[src/rtl/mm_bus_pkg.sv]
// mm_bus_pkg: shared types and default configuration for the memory-map bus
// controller. It holds the controller state encoding, the standard PLP region
// map (bases and decode masks), the default acknowledge timeout, the error
// read pattern and a counter-width helper.
// Optional feature macro used by the controller: MM_BUS_TIMEOUT_EN.

package mm_bus_pkg;

    typedef enum logic [1:0] {
        ST_IDLE   = 2'd0,
        ST_ACCESS = 2'd1,
        ST_RESP   = 2'd2
    } mm_state_e;

    localparam int unsigned MM_NREG    = 8;
    localparam int unsigned MM_ADDR_W  = 32;
    localparam int unsigned MM_DATA_W  = 32;
    localparam int unsigned MM_TIMEOUT = 255;

    localparam logic [MM_DATA_W-1:0] MM_ERR_DATA = 32'hdead_beef;

    // Region i sits at [i*ADDR_W +: ADDR_W]:
    // 0 ROM, 1 SRAM, 2 UART, 3 switches, 4 LEDs, 5 VGA, 6 PLPID, 7 timer.
    localparam logic [MM_NREG*MM_ADDR_W-1:0] MM_REGION_BASE = {
        32'hf060_0000, 32'hf050_0000, 32'hf040_0000, 32'hf020_0000,
        32'hf010_0000, 32'hf000_0000, 32'h1000_0000, 32'h0000_0000
    };

    // SRAM decodes a 16 MB window, every other region a 1 MB window.
    localparam logic [MM_NREG*MM_ADDR_W-1:0] MM_REGION_MASK = {
        32'hfff0_0000, 32'hfff0_0000, 32'hfff0_0000, 32'hfff0_0000,
        32'hfff0_0000, 32'hfff0_0000, 32'hff00_0000, 32'hfff0_0000
    };

    // Width of a counter that must be able to hold the value 'limit'.
    function automatic int unsigned cnt_width(input int unsigned limit);
        return (limit < 32'd1) ? 32'd1 : $clog2(limit + 32'd1);
    endfunction

endpackage

[src/rtl/mm_bus_ctrl_if.sv]
// mm_bus_ctrl_if: CPU data port and memory-mapped module bus as seen by the
// bus controller. The slave modport is the controller's view; the master
// modport is the view of the environment (CPU plus modules).

interface mm_bus_ctrl_if #(
    parameter int unsigned NREG   = 8,
    parameter int unsigned ADDR_W = 32,
    parameter int unsigned DATA_W = 32
) ();

    // CPU side
    logic                   cpu_req;
    logic                   cpu_we;
    logic [ADDR_W-1:0]      cpu_addr;
    logic [DATA_W-1:0]      cpu_wdata;
    logic [DATA_W-1:0]      cpu_rdata;
    logic                   cpu_ack;
    logic                   cpu_err;

    // Module side
    logic [NREG-1:0]        mod_sel;
    logic                   mod_we;
    logic [ADDR_W-1:0]      mod_addr;
    logic [DATA_W-1:0]      mod_wdata;
    logic [NREG*DATA_W-1:0] mod_rdata;
    logic [NREG-1:0]        mod_ack;

    // Diagnostics
    logic [ADDR_W-1:0]      err_addr;

    modport slave (
        input  cpu_req, cpu_we, cpu_addr, cpu_wdata, mod_rdata, mod_ack,
        output cpu_rdata, cpu_ack, cpu_err,
        output mod_sel, mod_we, mod_addr, mod_wdata, err_addr
    );

    modport master (
        output cpu_req, cpu_we, cpu_addr, cpu_wdata, mod_rdata, mod_ack,
        input  cpu_rdata, cpu_ack, cpu_err,
        input  mod_sel, mod_we, mod_addr, mod_wdata, err_addr
    );

endinterface

[src/rtl/mm_region_match.sv]
// mm_region_match: combinational priority decoder for the region table.
// Every region is compared in parallel, the lowest matching index wins, and
// the address is returned relative to the winning region.

module mm_region_match
    import mm_bus_pkg::*;
#(
    parameter int unsigned NREG   = MM_NREG,
    parameter int unsigned ADDR_W = MM_ADDR_W,
    parameter logic [NREG*ADDR_W-1:0] BASE = MM_REGION_BASE,
    parameter logic [NREG*ADDR_W-1:0] MASK = MM_REGION_MASK
) (
    input  logic [ADDR_W-1:0] addr_i,
    output logic [NREG-1:0]   sel_o,
    output logic              hit_o,
    output logic [ADDR_W-1:0] eff_addr_o
);

    logic [NREG-1:0]   match_s;
    logic [NREG-1:0]   onehot_s;
    logic [ADDR_W-1:0] eff_s;

    // Raw per-region compare of the masked address against each base.
    always_comb begin
        match_s = '0;
        for (int i = 0; i < NREG; i++) begin
            match_s[i] = ((addr_i & MASK[i*ADDR_W +: ADDR_W]) == BASE[i*ADDR_W +: ADDR_W]);
        end
    end

    // Keep only the lowest set bit so overlapping regions resolve to the lower index.
    always_comb begin
        onehot_s = match_s & (~match_s + NREG'(1));
    end

    // Strip the region bits of the winning region; an empty select yields zero.
    always_comb begin
        eff_s = '0;
        for (int i = 0; i < NREG; i++) begin
            eff_s = eff_s | ({ADDR_W{onehot_s[i]}} & addr_i & ~MASK[i*ADDR_W +: ADDR_W]);
        end
    end

    assign sel_o      = onehot_s;
    assign hit_o      = |match_s;
    assign eff_addr_o = eff_s;

endmodule

[src/rtl/mm_bus_ctrl.sv]
// mm_bus_ctrl: memory-map bus controller between the CPU data port and the
// memory-mapped modules. A CPU access is decoded against the region table;
// hits drive a one-hot module select until that module acknowledges, misses
// complete at once with an error. Every completion is a single-cycle ack.
// Optional feature macro: MM_BUS_TIMEOUT_EN -- when defined, an access whose
// module does not acknowledge within TIMEOUT cycles completes with an error;
// when undefined the controller waits for the acknowledge indefinitely.

module mm_bus_ctrl
    import mm_bus_pkg::*;
#(
    parameter int unsigned NREG   = MM_NREG,
    parameter int unsigned ADDR_W = MM_ADDR_W,
    parameter int unsigned DATA_W = MM_DATA_W,
    parameter logic [NREG*ADDR_W-1:0] REGION_BASE = MM_REGION_BASE,
    parameter logic [NREG*ADDR_W-1:0] REGION_MASK = MM_REGION_MASK,
    parameter int unsigned TIMEOUT = MM_TIMEOUT,
    parameter logic [DATA_W-1:0] ERR_DATA = MM_ERR_DATA
) (
    input  logic         clk,
    input  logic         rst,
    mm_bus_ctrl_if.slave bus
);

    mm_state_e         state_q;
    logic              cpu_ack_q;
    logic              cpu_err_q;
    logic [DATA_W-1:0] cpu_rdata_q;
    logic [NREG-1:0]   mod_sel_q;
    logic              mod_we_q;
    logic [ADDR_W-1:0] mod_addr_q;
    logic [DATA_W-1:0] mod_wdata_q;
    logic [ADDR_W-1:0] err_addr_q;

    logic [NREG-1:0]   dec_sel_s;
    logic              dec_hit_s;
    logic [ADDR_W-1:0] dec_eff_s;
    logic              sel_ack_s;
    logic [DATA_W-1:0] sel_rdata_s;

`ifdef MM_BUS_TIMEOUT_EN
    localparam int unsigned CNT_W = cnt_width(TIMEOUT);
    logic [CNT_W-1:0]  cnt_q;
    // Full CPU address of the access in flight, reported if it times out.
    logic [ADDR_W-1:0] addr_q;
`else
    // The limit has no effect without the watchdog; this only keeps it referenced.
    logic unused_timeout_s;
    assign unused_timeout_s = |TIMEOUT;
`endif

    mm_region_match #(
        .NREG   (NREG),
        .ADDR_W (ADDR_W),
        .BASE   (REGION_BASE),
        .MASK   (REGION_MASK)
    ) u_match (
        .addr_i     (bus.cpu_addr),
        .sel_o      (dec_sel_s),
        .hit_o      (dec_hit_s),
        .eff_addr_o (dec_eff_s)
    );

    // Only the acknowledge of the currently selected module counts.
    always_comb begin
        sel_ack_s = |(bus.mod_ack & mod_sel_q);
    end

    // One-hot AND-OR mux of the selected module's read data slice.
    always_comb begin
        sel_rdata_s = '0;
        for (int i = 0; i < NREG; i++) begin
            sel_rdata_s = sel_rdata_s | ({DATA_W{mod_sel_q[i]}} & bus.mod_rdata[i*DATA_W +: DATA_W]);
        end
    end

    // Controller FSM: decode in IDLE, hold the module bus through ACCESS, complete in RESP.
    always_ff @(posedge clk or negedge rst) begin
        if (!rst) begin
            state_q     <= ST_IDLE;
            cpu_ack_q   <= 1'b0;
            cpu_err_q   <= 1'b0;
            cpu_rdata_q <= '0;
            mod_sel_q   <= '0;
            mod_we_q    <= 1'b0;
            mod_addr_q  <= '0;
            mod_wdata_q <= '0;
            err_addr_q  <= '0;
`ifdef MM_BUS_TIMEOUT_EN
            cnt_q       <= '0;
            addr_q      <= '0;
`endif
        end else begin
            case (state_q)
                ST_IDLE: begin
                    cpu_ack_q <= 1'b0;
                    cpu_err_q <= 1'b0;
                    if (bus.cpu_req) begin
                        if (dec_hit_s) begin
                            state_q     <= ST_ACCESS;
                            mod_sel_q   <= dec_sel_s;
                            mod_we_q    <= bus.cpu_we;
                            mod_addr_q  <= dec_eff_s;
                            mod_wdata_q <= bus.cpu_wdata;
`ifdef MM_BUS_TIMEOUT_EN
                            cnt_q       <= '0;
                            addr_q      <= bus.cpu_addr;
`endif
                        end else begin
                            // Unmapped: nothing to select, answer with an error right away.
                            state_q     <= ST_RESP;
                            cpu_ack_q   <= 1'b1;
                            cpu_err_q   <= 1'b1;
                            cpu_rdata_q <= ERR_DATA;
                            err_addr_q  <= bus.cpu_addr;
                        end
                    end else begin
                        state_q <= ST_IDLE;
                    end
                end

                ST_ACCESS: begin
                    if (sel_ack_s) begin
                        // An ack in the expiry cycle still completes normally.
                        state_q     <= ST_RESP;
                        cpu_ack_q   <= 1'b1;
                        cpu_err_q   <= 1'b0;
                        cpu_rdata_q <= mod_we_q ? {DATA_W{1'b0}} : sel_rdata_s;
                        mod_sel_q   <= '0;
                        mod_we_q    <= 1'b0;
`ifdef MM_BUS_TIMEOUT_EN
                    end else if (cnt_q == CNT_W'(TIMEOUT - 32'd1)) begin
                        // Last waiting cycle ends here: this is cycle TIMEOUT of ACCESS.
                        state_q     <= ST_RESP;
                        cpu_ack_q   <= 1'b1;
                        cpu_err_q   <= 1'b1;
                        cpu_rdata_q <= ERR_DATA;
                        err_addr_q  <= addr_q;
                        mod_sel_q   <= '0;
                        mod_we_q    <= 1'b0;
                        cnt_q       <= cnt_q + CNT_W'(1);
`endif
                    end else begin
                        state_q <= ST_ACCESS;
`ifdef MM_BUS_TIMEOUT_EN
                        cnt_q   <= cnt_q + CNT_W'(1);
`endif
                    end
                end

                ST_RESP: begin
                    // The ack lasts one cycle; a held request is re-sampled in IDLE.
                    state_q   <= ST_IDLE;
                    cpu_ack_q <= 1'b0;
                    cpu_err_q <= 1'b0;
                end

                default: begin
                    state_q   <= ST_IDLE;
                    cpu_ack_q <= 1'b0;
                    cpu_err_q <= 1'b0;
                    mod_sel_q <= '0;
                    mod_we_q  <= 1'b0;
                end
            endcase
        end
    end

    assign bus.cpu_ack   = cpu_ack_q;
    assign bus.cpu_err   = cpu_err_q;
    assign bus.cpu_rdata = cpu_rdata_q;
    assign bus.mod_sel   = mod_sel_q;
    assign bus.mod_we    = mod_we_q;
    assign bus.mod_addr  = mod_addr_q;
    assign bus.mod_wdata = mod_wdata_q;
    assign bus.err_addr  = err_addr_q;

endmodule
[src/flat_wrapper.sv]
// flat-port wrapper written by rule: the top's interface ports become plain ports
module mm_bus_ctrl_flat import mm_bus_pkg::*;
#(
    parameter int unsigned NREG   = MM_NREG,
    parameter int unsigned ADDR_W = MM_ADDR_W,
    parameter int unsigned DATA_W = MM_DATA_W,
    parameter logic [NREG*ADDR_W-1:0] REGION_BASE = MM_REGION_BASE,
    parameter logic [NREG*ADDR_W-1:0] REGION_MASK = MM_REGION_MASK,
    parameter int unsigned TIMEOUT = MM_TIMEOUT,
    parameter logic [DATA_W-1:0] ERR_DATA = MM_ERR_DATA
)
  (clk, rst, bus_cpu_req, bus_cpu_we, bus_cpu_addr, bus_cpu_wdata, bus_mod_rdata, bus_mod_ack, bus_cpu_rdata, bus_cpu_ack, bus_cpu_err, bus_mod_sel, bus_mod_we, bus_mod_addr, bus_mod_wdata, bus_err_addr);
  mm_bus_ctrl_if #(.NREG(NREG), .ADDR_W(ADDR_W), .DATA_W(DATA_W)) bus_i ();
  input  logic clk;
  input  logic rst;
  input wire logic [$bits(bus_i.cpu_req)-1:0] bus_cpu_req;
  input wire logic [$bits(bus_i.cpu_we)-1:0] bus_cpu_we;
  input wire logic [$bits(bus_i.cpu_addr)-1:0] bus_cpu_addr;
  input wire logic [$bits(bus_i.cpu_wdata)-1:0] bus_cpu_wdata;
  input wire logic [$bits(bus_i.mod_rdata)-1:0] bus_mod_rdata;
  input wire logic [$bits(bus_i.mod_ack)-1:0] bus_mod_ack;
  output wire logic [$bits(bus_i.cpu_rdata)-1:0] bus_cpu_rdata;
  output wire logic [$bits(bus_i.cpu_ack)-1:0] bus_cpu_ack;
  output wire logic [$bits(bus_i.cpu_err)-1:0] bus_cpu_err;
  output wire logic [$bits(bus_i.mod_sel)-1:0] bus_mod_sel;
  output wire logic [$bits(bus_i.mod_we)-1:0] bus_mod_we;
  output wire logic [$bits(bus_i.mod_addr)-1:0] bus_mod_addr;
  output wire logic [$bits(bus_i.mod_wdata)-1:0] bus_mod_wdata;
  output wire logic [$bits(bus_i.err_addr)-1:0] bus_err_addr;
  assign bus_i.cpu_req = bus_cpu_req;
  assign bus_i.cpu_we = bus_cpu_we;
  assign bus_i.cpu_addr = bus_cpu_addr;
  assign bus_i.cpu_wdata = bus_cpu_wdata;
  assign bus_i.mod_rdata = bus_mod_rdata;
  assign bus_i.mod_ack = bus_mod_ack;
  assign bus_cpu_rdata = bus_i.cpu_rdata;
  assign bus_cpu_ack = bus_i.cpu_ack;
  assign bus_cpu_err = bus_i.cpu_err;
  assign bus_mod_sel = bus_i.mod_sel;
  assign bus_mod_we = bus_i.mod_we;
  assign bus_mod_addr = bus_i.mod_addr;
  assign bus_mod_wdata = bus_i.mod_wdata;
  assign bus_err_addr = bus_i.err_addr;
  mm_bus_ctrl #(.NREG(NREG), .ADDR_W(ADDR_W), .DATA_W(DATA_W), .REGION_BASE(REGION_BASE), .REGION_MASK(REGION_MASK), .TIMEOUT(TIMEOUT), .ERR_DATA(ERR_DATA)) u_core (.clk(clk), .rst(rst), .bus(bus_i));
endmodule
[config.mk]
export PLATFORM = sky130hd
export DESIGN_NAME = mm_bus_ctrl_flat
export DESIGN_NICKNAME = d
export VERILOG_FILES = /design/src/rtl/mm_bus_pkg.sv /design/src/rtl/mm_bus_ctrl_if.sv /design/src/rtl/mm_region_match.sv /design/src/rtl/mm_bus_ctrl.sv /design/src/flat_wrapper.sv
export SDC_FILE = /design/constraint.sdc
export NUM_CORES = 1
export LEC_CHECK = 0
export CORE_AREA = 2 2 184 186
export CTS_CLUSTER_SIZE = 8
export DETAILED_ROUTE_END_ITERATION = 16
export DIE_AREA = 0 0 186 188
export DONT_BUFFER_PORTS = 1
export SLEW_MARGIN = 25
export SYNTH_ARGS = -nofsm -noshare
export SYNTH_HDL_FRONTEND = slang
export SYNTH_SLANG_ARGS = --single-unit
[constraint.sdc]
create_clock -name clk -period 2.65 [get_ports clk]
set_clock_uncertainty 0.05 [all_clocks]
set_input_delay 0.53 -clock clk [delete_from_list [all_inputs] [get_ports clk]]
set_output_delay 0.53 -clock clk [all_outputs]
set_load 0.02 [all_outputs]
Word-level counts from Yosys, hierarchy flattened
Cells that the tools add are included.
{"block": "word_totals", "in_bits": 332, "mem_bits_ro": 0, "regBits": 141, "latch_bits": 0, "out_inout_bits": 139, "mem_bits_rw": 0, "memories": 0}
{"block": "op_classes", "n_div": 0, "bitwise_logic": 35, "n_reduce_logical": 9, "mux": 22, "multipliers": 0, "addsub": 1, "n_lt_le_gt_ge": 0, "n_shift": 0, "eq_ne": 13}
{"op": "$and A32 B32 Y32", "n": 8}
{"op": "$or A32 B32 Y32", "n": 7}
{"op": "$or A32 B20 Y32", "n": 6}
{"op": "$and A20 B20 Y20", "n": 7}
{"op": "$mux W32", "n": 4}
{"op": "$eq A12 B12 Y1 const B", "n": 6}
{"op": "$pmux W32 S2", "n": 1}
{"op": "$logic_not A32 Y1", "n": 1}
{"op": "$and A24 B24 Y24", "n": 1}
{"op": "$mux W8", "n": 3}
{"op": "$or A20 B24 Y24", "n": 1}
{"op": "$pmux W8 S3", "n": 1}
{"op": "$and A8 B8 Y8", "n": 2}
{"op": "$reduce_or A8 Y1", "n": 2}
{"op": "$add A8 B1 Y8 const B", "n": 1}
{"op": "$eq A8 B5 Y1 const B", "n": 1}
{"op": "$not A8 Y8", "n": 1}
{"op": "$reduce_and A4 Y1", "n": 2}
{"op": "$mux W1", "n": 6}
{"op": "$mux W2", "n": 3}
{"op": "$reduce_and A3 Y1", "n": 2}
{"op": "$ne A2 B1 Y1 const B", "n": 2}
{"op": "$ne A2 B2 Y1 const B", "n": 2}
{"op": "$pmux W1 S2", "n": 2}
{"op": "7 further kinds", "n": 8}

Logic depth before layout (Yosys ltp)
{"block": "depth", "word_depth": 12, "ltp_mapped": 8, "mapped_depth_nobuf": 5}

Cells and area by module
Synthesis repeated with hierarchy kept, for this count alone.
{"block": "unflattened", "cells_unflattened": 686, "area_unflattened_um2": 7277.0}
{"mod": "mm_bus_ctrl", "cells_each": 623, "area_per_inst_um2": 6789.0, "n_inst": 1}
{"mod": "mm_region_match", "cells_each": 63, "area_per_inst_um2": 488.0, "n_inst": 1}

Worst setup path after synthesis
No wires, ideal clock.
{"block": "synth_path", "kind": "input-to-reg", "start": "input port bus_cpu_addr[25]", "end": "register u_core.mod_wdata_q[25], in the netlist u_core.bus.mod_wdata[25]", "arrival_time_ns": 2.324, "path_buffers": 2, "stages": 7, "slack_ns": 0.149, "cell_sequence": "or4_4 a2111oi_2 a211oi_2 nor2b_2 buf_6 buf_6 mux2_1"}
{"block": "synth_between", "elab_chain_len": 3}
{"item": "from (decl)", "line": "flat_wrapper.sv:18", "text": "input wire logic [$bits(bus_i.cpu_addr)-1:0] bus_cpu_addr;"}
{"item": "$logic_not A32 Y1, or another cell as far along", "line": "mm_region_match.sv:27", "text": "match_s[i] = ((addr_i & MASK[i*ADDR_W +: ADDR_W]) == BASE[i*ADDR_W +: ADDR_W]);"}
{"item": "$reduce_or A8 Y1 *", "line": "mm_region_match.sv:45", "text": "assign hit_o = |match_s;"}
{"item": "$reduce_and A3 Y1 (no line) *"}
{"item": "to (signal assigned)", "line": "mm_bus_ctrl.sv:104", "text": "mod_wdata_q <= bus.cpu_wdata;"}
{"item": "to (decl)", "line": "mm_bus_ctrl.sv:32", "text": "logic [DATA_W-1:0] mod_wdata_q;"}
Mark *: on every way between the ends. The rest lies on a longest branch, timed or not.
A chain may end at the register's enable or synchronous reset.

Final worst setup path
{"block": "layout_path", "start": "register u_core.mod_sel_q[0], in the netlist u_core.bus.mod_sel[0]", "end": "register u_core.cpu_rdata_q[15], in the netlist u_core.bus.cpu_rdata[15]"}
{"block": "layout_between", "elab_chain_len": 11}
{"item": "from (decl)", "line": "mm_bus_ctrl.sv:29", "text": "logic [NREG-1:0] mod_sel_q;"}
{"item": "from (signal assigned)", "line": "mm_bus_ctrl.sv:101", "text": "mod_sel_q <= dec_sel_s;"}
{"item": "$and A32 B32 Y32", "line": "mm_bus_ctrl.sv:73", "text": "sel_rdata_s = sel_rdata_s | ({DATA_W{mod_sel_q[i]}} & bus.mod_rdata[i*DATA_W +: DATA_W]);"}
{"item": "$or A32 B32 Y32 (7 in series)", "line": "mm_bus_ctrl.sv:73"}
{"item": "$mux W32", "line": "mm_bus_ctrl.sv:128", "text": "cpu_rdata_q <= mod_we_q ? {DATA_W{1'b0}} : sel_rdata_s;"}
{"item": "$mux W32", "line": "mm_bus_ctrl.sv:123", "text": "if (sel_ack_s) begin"}
{"item": "$pmux W32 S2", "line": "mm_bus_ctrl.sv:94", "text": "case (state_q)"}
{"item": "to (signal assigned)", "line": "mm_bus_ctrl.sv:128"}
{"item": "to (decl)", "line": "mm_bus_ctrl.sv:28", "text": "logic [DATA_W-1:0] cpu_rdata_q;"}
Parallel ways exist; a longest one is shown, timed or not. The select of a mux whose other input is x is not followed.

==> impl_metrics.py <==
metrics = {
    "status": {
        "status": "finished, violations left",
        "violations": "hold timing",
    },
    "yosys": {
        "synth.distinct_cells": 38,
        "synth_compound_area_frac": 0.2494,
        "synth-adder-area-share": 0,
        "ys_seq_elements": 133,
        "synth_mux_area_frac": 0.1467,
        "ys_seq_area_frac": 0.5056,
        "yosys.area_share.simple": 0.04410,
        "syn_area_um2": 6583,
        "yosys_warnings": 0,
        "synthCells": 554,
        "syn_avg_cell_area_um2": 11.88,
        "synth-xor-area-share": 0,
        "synth_top_family_by_area": "compound AO/OA/AOI/OAI gates",
    },
    "timing": {
        "maxSlewHeadroom": 0.4921,
        "tightest_slew_ns": 0.7619,
        "rsz0062_at_grt": "no",
        "finalSetupTns_ns": 0,
        "finalCritPeriodShare": 0.8257,
        "min_period_ns": 2.188,
        "fmax_mhz": 457.0,
        "setup-violations-final": 0,
        "holdWs_ns": -0.2553,
        "final-max-slew-violation-count": 0,
        "worst_slack_ns": 0.4618,
        "hold_viol_final": 133,
    },
    "global_routing": {
        "grt_pass1_wl_um": 40520,
        "grt_usage": 0.1690,
        "antenna_found_initial": 15,
        "grt_max_degree": 134,
        "first_global_vias": 5378,
        "grt.overflow.total": 0,
    },
    "clock_network": {
        "cts-root-buf": "clkbuf_16",
        "post-cts-setup-buffer-count": 0,
        "clockBufferDepth": 2,
        "path_clk_slew_ns": 0.06,
        "tritoncts": "done",
        "clkLatencyLatePin_ns": 0.43,
        "cts_htree_levels": 4,
        "cts_sinks": 133,
        "cts_buffers": 17,
        "postCtsResizedCells": 0,
    },
    "finish": {
        "final_nets": 873,
        "syn_to_final_growth_pct": 17.37,
        "regArea_um2": 3339,
        "drive_above_1_share": 0.2310,
        "multi_input_area_um2": 2938,
        "fill_cells": 3542,
    },
    "power_and_ir_drop": {
        "swShare": 0.2783,
        "p_sw_w": 0.001432,
        "p_per_area_nw_per_um2": 665.9,
        "power.share.clock": 0.466,
        "p_leak_nw": 2.866,
        "power.internal_w": 0.003713,
        "vdd_drop_max_uv": 664.5,
        "seqPwrFrac": 0.478,
        "pwr-share-comb": 0.056,
    },
    "route": {
        "vias_per_cell": 5.355,
        "drc": 0,
        "wirelength_um": 30760,
        "num_vias": 5403,
        "wire_per_inst_um": 30.49,
        "ant_nets": 0,
        "drt_iter0_markers": 375,
        "drtPass1Iterations": 5,
    },
    "worst_setup_path": {
        "r2r_start": "u_core.bus.mod_sel[0]$_DFFE_PN0P_",
        "crit_required_ns": 2.92,
        "reg2reg_depth": 5,
        "worstSetupStartpointType": "flop",
        "endpoint_kind": "flop",
        "crit_type": "reg2reg",
        "critPathArrivalTime_ns": 2.46,
        "worstReg2RegEnd": "u_core.bus.cpu_rdata[15]$_DFFE_PN0P_",
        "cp_max_fo": 25,
        "ff2ff_setup_slack_ns": 0.46,
    },
    "placed_design": {
        "dp_slack_ns": 0.0001803,
        "gp_congestion": 0.8166,
        "numPortBuffers": 0,
        "hpwl_um": 23870,
    },
    "worst_hold_path": {
        "worstHoldPathType": "in2async",
    },
    "floorplanning": {
        "die-area_um2": 34970,
        "coreArea_um2": 33110,
        "fp-row-count": 67,
        "die_h_um": 188,
        "initial_utilization": 0.1988,
        "die_w_um": 186,
        "ios": 471,
    },
    "job": {
        "max_cap_violations": 0,
    },
}
-- power groups by stage --
stage | Clock [W] | Sequential, W | Combinational [W]
floorplan | 0 | 0.00245 | 0.000244
global placement | 0 | 0.00249 | 0.000282
detailed placement | 0 | 0.00249 | 0.000293
CTS | 0.00249 | 0.00246 | 0.000292
global route | 0.00258 | 0.00248 | 0.000316
finish | 0.00240 | 0.00246 | 0.000289
-- synthesized netlist by cell type, drive strengths merged --
cell | n | area share
clkbuf | 41 | 0.023
or2 | 1 | 0.00095
buf | 22 | 0.025
o21bai | 1 | 0.0011
inv | 9 | 0.0051
dfrtp | 133 | 0.51
o21ai | 12 | 0.0091
nand2 | 12 | 0.0068
nand2b | 2 | 0.0019
mux2 | 84 | 0.14
o211a | 1 | 0.0015
o31ai | 1 | 0.0011
nor2b | 1 | 0.0013
nor3b | 1 | 0.0019
o22a | 24 | 0.032
nor3 | 5 | 0.0038
a211oi | 2 | 0.0030
a2111oi | 2 | 0.0038
and3 | 1 | 0.00095
and3b | 1 | 0.0013
mux2i | 2 | 0.0030
nand4 | 16 | 0.015
or4 | 1 | 0.0017
nor2 | 5 | 0.0029
conb | 1 | 0.00057
a41oi | 24 | 0.032
o2bb2ai | 1 | 0.0013
a32o | 8 | 0.012
nand3 | 7 | 0.0053
o221a | 1 | 0.0017
a22oi | 132 | 0.15
-- final cells by class --
| cell class | instances | share of cell area |
|---|---|---|
| clock buffers | 17 | 0.05506 |
| well taps | 448 | 0.07255 |
| inverters | 9 | 0.004372 |
| clock inverters | 15 | 0.02024 |
| diodes | 7 | 0.002267 |
| repair buffers | 24 | 0.03304 |
| multi-input cells | 356 | 0.3802 |
| flip-flops and latches | 133 | 0.4322 |
-- layout by cell type, fill, tap and decap left out, types with 4 or more instances in the layout --
cell / count
a22oi_1: 132
nor3_1: 5
mux2_2: 54
a32o_1: 8
diode_2: 7
clkinv_2: 4
o21ai_1: 5
nand2_1: 12
buf_4: 18
buf_12: 6
nor2_1: 5
o22a_1: 24
dfrtp_1: 124
clkinvlp_4: 4
mux2_1: 30
clkbuf_16: 17
o21ai_0: 7
conb_1: 8
a41oi_1: 24
nand3_1: 6
nand4_1: 16
inv_1: 9
dfrtp_2: 9
-- through the flow --
step	util	std cells	instance area, um^2	power (W)
3_3_place_gp	0.2152	970	7127	0.002777
6_report	0.2333	1009	7726	0.005145
5_1_grt	0.2333	1008	7724	0.005368
3_5_place_dp	0.2152	970	7127	0.002788
4_1_cts	0.2328	1002	7709	0.005244
2_1_floorplan	-	561	6609	0.002690
-- worst max-delay path, cell delays in order, from the launching register on --
cell and delay, ns:
dfrtp_2 0.50, a22oi_1 0.24, nand4_1 0.21, or2_2 0.38, o211a_2 0.36, o22a_1 0.30
-- state kept, by name (all words and copies together), names as in the netlist --
signal	cells
u_core.bus.cpu_rdata	32
u_core.bus.cpu_ack	1
u_core.bus.mod_sel	8
u_core.bus.cpu_err	1
u_core.bus.mod_we	1
u_core.bus.err_addr	32
u_core.state_q	2
u_core.bus.mod_wdata	32
u_core.bus.mod_addr	24
-- how the worst max path moves through the flow --
stage,endpoint,cells past startpoint,startpoint
2_1_floorplan,u_core.bus.mod_wdata[25]$_DFFE_PN0P_,7,bus_cpu_addr[25]
3_3_place_gp,u_core.bus.cpu_rdata[5]$_DFFE_PN0P_,5,bus_cpu_addr[25]
3_5_place_dp,u_core.bus.mod_wdata[26]$_DFFE_PN0P_,6,bus_cpu_addr[25]
4_1_cts,u_core.bus.cpu_rdata[29]$_DFFE_PN0P_,5,u_core.bus.mod_sel[0]$_DFFE_PN0P_
5_1_grt,u_core.bus.cpu_rdata[17]$_DFFE_PN0P_,5,u_core.bus.mod_sel[0]$_DFFE_PN0P_
6_report,u_core.bus.cpu_rdata[15]$_DFFE_PN0P_,5,u_core.bus.mod_sel[0]$_DFFE_PN0P_
-- layer usage --
layer	up-vias	share of wire	wire, um	global-route usage
met1	2733	0.36	10980	0.1856
met3	69	0.13	3921	0.08021
li1	2166	-	-	-
met4	8	0.036	1098	0.07723
met2	427	0.48	14700	0.2748
met5	-	0.0018	56	0
-- kinds of logic (layout without fill, tap and decap cells) --
family / Yosys count / count (layout)
compound gates: 209 / 209
other cells: 1 / 15
simple gates: 53 / 53
flops: 133 / 133
buf+inv: 72 / 65
mux: 86 / 86
Note: power is estimated with default switching activity, not from simulation.
